$ cat src/rtl/dest_dispatch_ctrl_pkg.sv
// Shared constants for the destination dispatch controller.
// State encoding, node width and default payload width.
package dest_dispatch_ctrl_pkg;

    localparam int DDP_NODE_W = 16;
    localparam int DDP_DATA_W = 32;

    typedef enum logic [1:0] {
        DDP_IDLE   = 2'd0,
        DDP_SEND_T = 2'd1,
        DDP_SEND_F = 2'd2
    } ddp_state_e;

endpackage

$ cat src/rtl/ddp_sat_cnt.sv
// 16-bit saturating event counter, built only with DDP_TERM_CNT_EN.
// Ports: clk_i, rst_ni (async low), inc_i, cnt_o.
`ifdef DDP_TERM_CNT_EN
module ddp_sat_cnt (
    input  logic        clk_i,
    input  logic        rst_ni,
    input  logic        inc_i,
    output logic [15:0] cnt_o
);

    logic [15:0] cnt_q;
    logic [15:0] cnt_d;

    always_comb begin
        cnt_d = cnt_q;
        if (inc_i && (cnt_q != 16'hFFFF)) begin
            cnt_d = cnt_q + 16'd1;
        end
    end

    always_ff @(posedge clk_i or negedge rst_ni) begin
        if (!rst_ni) begin
            cnt_q <= '0;
        end else begin
            cnt_q <= cnt_d;
        end
    end

    assign cnt_o = cnt_q;

endmodule
`endif

$ cat src/rtl/dest_dispatch_ctrl.sv
// Dispatches a destination result as one (t) or two (t then f) tokens.
// Ports: rslt_* in (valid/ready), tkn_* out (valid/ready), flush_i_ddp,
// busy_o_ddp; term_cnt_o_ddp only with DDP_TERM_CNT_EN.
module dest_dispatch_ctrl
    import dest_dispatch_ctrl_pkg::*;
#(
    parameter int DATA_W = DDP_DATA_W
) (
    input  logic                  clk_i_ddp,
    input  logic                  rst_n_i_ddp,
    input  logic                  flush_i_ddp,
    input  logic                  rslt_valid_i_ddp,
    output logic                  rslt_ready_o_ddp,
    input  logic [DDP_NODE_W-1:0] t_node_i_ddp,
    input  logic [DDP_NODE_W-1:0] f_node_i_ddp,
    input  logic                  t_lr_i_ddp,
    input  logic                  f_lr_i_ddp,
    input  logic                  t_uni_opr_i_ddp,
    input  logic                  f_uni_opr_i_ddp,
    input  logic                  cp_i_ddp,
    input  logic                  terminate_i_ddp,
    input  logic [DATA_W-1:0]     data_i_ddp,
    output logic                  tkn_valid_o_ddp,
    input  logic                  tkn_ready_i_ddp,
    output logic [DDP_NODE_W-1:0] tkn_node_o_ddp,
    output logic                  tkn_lr_o_ddp,
    output logic                  tkn_uni_opr_o_ddp,
    output logic [DATA_W-1:0]     tkn_data_o_ddp,
    output logic                  busy_o_ddp
`ifdef DDP_TERM_CNT_EN
    ,
    output logic [15:0]           term_cnt_o_ddp
`endif
);

    ddp_state_e state_q, state_d;
    logic       cp_q, cp_d;

    // f-side fields kept for the second token of a copy
    logic [DDP_NODE_W-1:0] f_node_q, f_node_d;
    logic                  f_lr_q, f_lr_d;
    logic                  f_uni_q, f_uni_d;

    // registered token outputs; they hold while IDLE
    logic [DDP_NODE_W-1:0] node_q, node_d;
    logic                  lr_q, lr_d;
    logic                  uni_q, uni_d;
    logic [DATA_W-1:0]     data_q, data_d;

    logic fire;
    logic load_new;
    logic go_f;
    ddp_state_e acc_state;

    always_comb begin
        rslt_ready_o_ddp = 1'b0;
        unique case (state_q)
            DDP_IDLE:   rslt_ready_o_ddp = 1'b1;
            DDP_SEND_T: rslt_ready_o_ddp = ~cp_q & tkn_ready_i_ddp;
            DDP_SEND_F: rslt_ready_o_ddp = tkn_ready_i_ddp;
            default:    rslt_ready_o_ddp = 1'b0;
        endcase
        // ready is forced low while reset is held
        rslt_ready_o_ddp = rslt_ready_o_ddp & ~flush_i_ddp & rst_n_i_ddp;
    end

    assign fire      = rslt_valid_i_ddp & rslt_ready_o_ddp;
    assign load_new  = fire & ~terminate_i_ddp;
    assign acc_state = load_new ? DDP_SEND_T : DDP_IDLE;
    assign go_f      = (state_q == DDP_SEND_T) & cp_q
                     & tkn_ready_i_ddp & ~flush_i_ddp;

    always_comb begin
        state_d  = state_q;
        cp_d     = cp_q;
        f_node_d = f_node_q;
        f_lr_d   = f_lr_q;
        f_uni_d  = f_uni_q;
        node_d   = node_q;
        lr_d     = lr_q;
        uni_d    = uni_q;
        data_d   = data_q;

        unique case (state_q)
            DDP_IDLE: begin
                if (fire) state_d = acc_state;
            end
            DDP_SEND_T: begin
                if (tkn_ready_i_ddp) begin
                    state_d = cp_q ? DDP_SEND_F : acc_state;
                end
            end
            DDP_SEND_F: begin
                if (tkn_ready_i_ddp) state_d = acc_state;
            end
            default: state_d = DDP_IDLE;
        endcase

        if (load_new) begin
            cp_d     = cp_i_ddp;
            f_node_d = f_node_i_ddp;
            f_lr_d   = f_lr_i_ddp;
            f_uni_d  = f_uni_opr_i_ddp;
            node_d   = t_node_i_ddp;
            lr_d     = t_lr_i_ddp;
            uni_d    = t_uni_opr_i_ddp;
            data_d   = data_i_ddp;
        end else if (go_f) begin
            node_d = f_node_q;
            lr_d   = f_lr_q;
            uni_d  = f_uni_q;
        end

        if (flush_i_ddp) begin
            state_d = DDP_IDLE;
            cp_d    = 1'b0;
        end
    end

    always_ff @(posedge clk_i_ddp or negedge rst_n_i_ddp) begin
        if (!rst_n_i_ddp) begin
            state_q  <= DDP_IDLE;
            cp_q     <= 1'b0;
            f_node_q <= '0;
            f_lr_q   <= 1'b0;
            f_uni_q  <= 1'b0;
            node_q   <= '0;
            lr_q     <= 1'b0;
            uni_q    <= 1'b0;
            data_q   <= '0;
        end else begin
            state_q  <= state_d;
            cp_q     <= cp_d;
            f_node_q <= f_node_d;
            f_lr_q   <= f_lr_d;
            f_uni_q  <= f_uni_d;
            node_q   <= node_d;
            lr_q     <= lr_d;
            uni_q    <= uni_d;
            data_q   <= data_d;
        end
    end

    assign tkn_valid_o_ddp   = (state_q != DDP_IDLE);
    assign busy_o_ddp        = (state_q != DDP_IDLE);
    assign tkn_node_o_ddp    = node_q;
    assign tkn_lr_o_ddp      = lr_q;
    assign tkn_uni_opr_o_ddp = uni_q;
    assign tkn_data_o_ddp    = data_q;

`ifdef DDP_TERM_CNT_EN
    ddp_sat_cnt u_term_cnt (
        .clk_i  (clk_i_ddp),
        .rst_ni (rst_n_i_ddp),
        .inc_i  (fire & terminate_i_ddp),
        .cnt_o  (term_cnt_o_ddp)
    );
`endif

endmodule

$ cat config.mk
export PLATFORM = sky130hd
export DESIGN_NAME = dest_dispatch_ctrl
export DESIGN_NICKNAME = d
export VERILOG_FILES = /design/src/rtl/dest_dispatch_ctrl_pkg.sv /design/src/rtl/ddp_sat_cnt.sv /design/src/rtl/dest_dispatch_ctrl.sv
export SDC_FILE = /design/constraint.sdc
export NUM_CORES = 1
export LEC_CHECK = 0
export ABC_AREA = 0
export BUFFER_PORTS_ARGS = -buffer_cell sky130_fd_sc_hd__buf_2
export CORE_AREA = 2 2 87 89
export DETAILED_ROUTE_END_ITERATION = 16
export DIE_AREA = 0 0 89 91
export HOLD_SLACK_MARGIN = 0.12
export PLACE_DENSITY_LB_ADDON = 0.15
export SYNTH_ARGS = -nofsm -noshare
export SYNTH_HDL_FRONTEND = slang
export SYNTH_SLANG_ARGS = --single-unit
$ cat constraint.sdc
create_clock -name clk_i_ddp -period 1.9 [get_ports clk_i_ddp]
set_clock_uncertainty 0.2 [all_clocks]
set_input_delay 0 -clock clk_i_ddp [delete_from_list [all_inputs] [get_ports clk_i_ddp]]
set_output_delay 0 -clock clk_i_ddp [all_outputs]
set_load 0.01 [all_outputs]
==> out/results.tsv <==
stage	metric	value	unit
drt	dr_total_vias	2400	
drt	drt_iter0_drc	69	
run_status	failed_checks	negative setup slack	
layout	fillers	505	
setup_path	critPathMaxFanout	7	
pwr	p_per_area	874	nW/um^2
sta	hold_slack	0.206	ns
sta	period_minus_slack	2.03	ns
setup_path	critPathCaptureType	register	
synth	yosys.area.top_type	dfrtp_1	
synth	syn_area	2970	um^2
setup_path	r2r_slack	-0.13	ns
setup_path	cp.arrival	2.05	ns
sta	slew-limit-headroom	39.5	%
floorplan	pin_count	128	
sta	drv_slew	0	
place	dp_slack	-0.109	ns
drt	wl	8.26	mm
global_route	track_usage	19.7	%
floorplan	core-area	7140	um^2
pwr	p_leak	0.00245	uW
synth	syn_inst	186	
run_status	status	complete, but fails checks	
place	dpl_cell_area	3770	um^2
place	io_buffers	127	
clock_tree	cts_buffer_depth	2	
worst_hold_path	hold_class	in2reg	
global_route	grt_max_degree	72	
layout	syn2layout_area_growth	70.6	%
floorplan	die-height	91	um
global_route	grt_pass1_wl	12.2	mm
synth	synth_cell_types	24	
synth	ys_seq_area_share	59.9	%
sta	rsz0062_at_grt	yes	
layout	final_layout_size_suffix_gt1_share	61.1	%
sta	fmax	0.492	GHz
global_route	grt_pass1_vias	2548	
sta	setup_ws	-0.131	ns
floorplan	dieArea	8100	um^2
layout	final_area	5060	um^2
global_route	antenna_found_initial	0	
drt	ant_nets	0	
sta	setup_tns	-4.23	ns
place	place.gp.congestion	0.707	
place	dp_hpwl	4.33	mm
drt	post_drt_wl_per_cell	16.0	um
setup_path	crit_type	reg2reg	
clock_tree	cts.htree.levels	3	
synth	synth_top_area_share	59.9	%
pwr	peakVddDrop	619	uV
drt	viasPerCell	4.66	
sta	tightest_slew	0.908	ns
drt	firstDrtPassIters	4	
clock_tree	clk_pin_slew	0.07	ns
synth	synthesis.nets	261	
setup_path	required	1.92	ns
clock_tree	tritoncts.num_buffers	9	
floorplan	initial_utilization	41.6	%
clock_tree	clock_latency	0.34	ns
synth	synth-seq-cells	71	
layout	layout.nets	486	
layout	num_antenna_cells	0	
synth	synth_warnings	0	
sta	setup_viol	68	
synth	avgSynthCellArea	15.9	um^2
global_route	gr-total-overflow	0	
floorplan	die_x	89	um
setup_path	startpoint_type	register	
synth	synth_area_leaders	dfrtp_1, mux2_2, buf_2	
run	cap_violations	0	
drt	drc	0	
clock_tree	tritoncts	done	
sta	period_share	107	%
sta	hold_viol_final	0	
clock_tree	cts_root_buf	clkbuf_8	
clock_tree	clkSinkCount	71	
floorplan	num_rows	31	
-- cells in the mapped netlist --
library cell  count
o21ai_0           1
nor2b_1           1
buf_2             5
nor3_4            1
nor3b_1           1
dfrtp_1          71
o2111ai_1         1
o21bai_1          1
nand4b_1          1
or3b_4            1
mux2_2           85
o31ai_1           1
nand2b_1          1
a21oi_1           2
inv_1             2
buf_12            1
a21oi_2           1
buf_6             1
buf_4             2
mux2_1            1
nor2_1            1
nor2_8            1
nand3b_1          1
nand2_1           2
-- final timing paths --
kind | from | to | cells after the start
worst max-delay path | state_q[1] | tkn_lr_o_ddp | 5
worst min-delay path | rslt_valid_i_ddp | tkn_node_o_ddp[7] | 5
worst max register to register | state_q[1] | tkn_lr_o_ddp | 5
worst min register to register | tkn_data_o_ddp[21] | tkn_data_o_ddp[21] | 1
max in group asynchronous | rst_n_i_ddp | tkn_node_o_ddp[12] | 3
min in group asynchronous | rst_n_i_ddp | tkn_node_o_ddp[5] | 3
-- registers in the layout (all words and copies together) (netlist names) --
| register | cells |
|---|---|
| tkn_data_o_ddp | 32 |
| tkn_uni_opr_o_ddp | 1 |
| f_lr_q | 1 |
| tkn_lr_o_ddp | 1 |
| cp_q | 1 |
| tkn_node_o_ddp | 16 |
| f_uni_q | 1 |
| f_node_q | 16 |
| state_q | 2 |
-- cells in the final DEF (no fill, tap or decap), types with 2 or more instances in the layout --
cell / n
nand2_1: 2
mux2_4: 40
clkinv_2: 3
mux2_2: 46
clkbuf_16: 4
dlygate4sd3_1: 77
clkbuf_1: 2
clkbuf_8: 10
buf_6: 3
buf_4: 8
buf_12: 3
inv_1: 2
a21oi_1: 2
buf_2: 127
dfrtp_1: 71
-- final cells by class --
type                    count  area [um^2]  share of cell area (%)
inverters                   2         7.51                   0.148
clock buffers              12          145                    2.87
clock inverters             4         45.0                   0.890
multi-input cells         104         1270                    25.2
repair buffers            223         1690                    33.3
well taps                  99          124                    2.45
flip-flops and latches     71         1780                    35.1
-- cells by family after synthesis --
logic type,Yosys count,share of synthesized area (%)
buffers and inverters,11,2.66
and+or+nand+nor,11,3.21
DFF,71,59.9
AOI/OAI and AO/OA,7,1.60
muxes,86,32.6
-- metrics by stage --
stage	utilization, %	power [uW]	instances
2_1_floorplan	-	2540	186
3_3_place_gp	52.9	2960	413
3_5_place_dp	52.9	2990	413
4_1_cts	68.4	4370	510
5_1_grt	70.9	4650	515
6_report	70.9	4430	515
-- critical path, cell delays in order (launching register included) --
cell and delay (ns):
dfrtp_1 0.39, or3b_4 0.42, nor2_8 0.15, clkbuf_16 0.18, mux2_2 0.33, mux2_2 0.25
-- per-layer routing --
layer  track usage, %  wire length [um]
met2             33.9              4410
met1             23.4              3330
met5                0                 0
met3             4.09               366
met4             8.08               161
-- where the power goes --
part	total, uW	leakage [uW]	internal (uW)	switching (uW)
sequential	2030	0.000857	1850	182
clock	1180	0.000100	637	538
combinational	1220	0.00149	766	456
total	4430	0.00245	3250	1180
-- timing repair --
action | 4_1_cts | 5_1_grt
hold buffers | 77 | 0
hold endpoints to repair | 142 | 0
cloned | 1 | 4
setup buffers | 3 | 1
pin swaps | 0 | 4
setup endpoints to repair | 68 | 69
resized for setup | 27 | 20
Note: power is estimated with default switching activity, not from simulation.
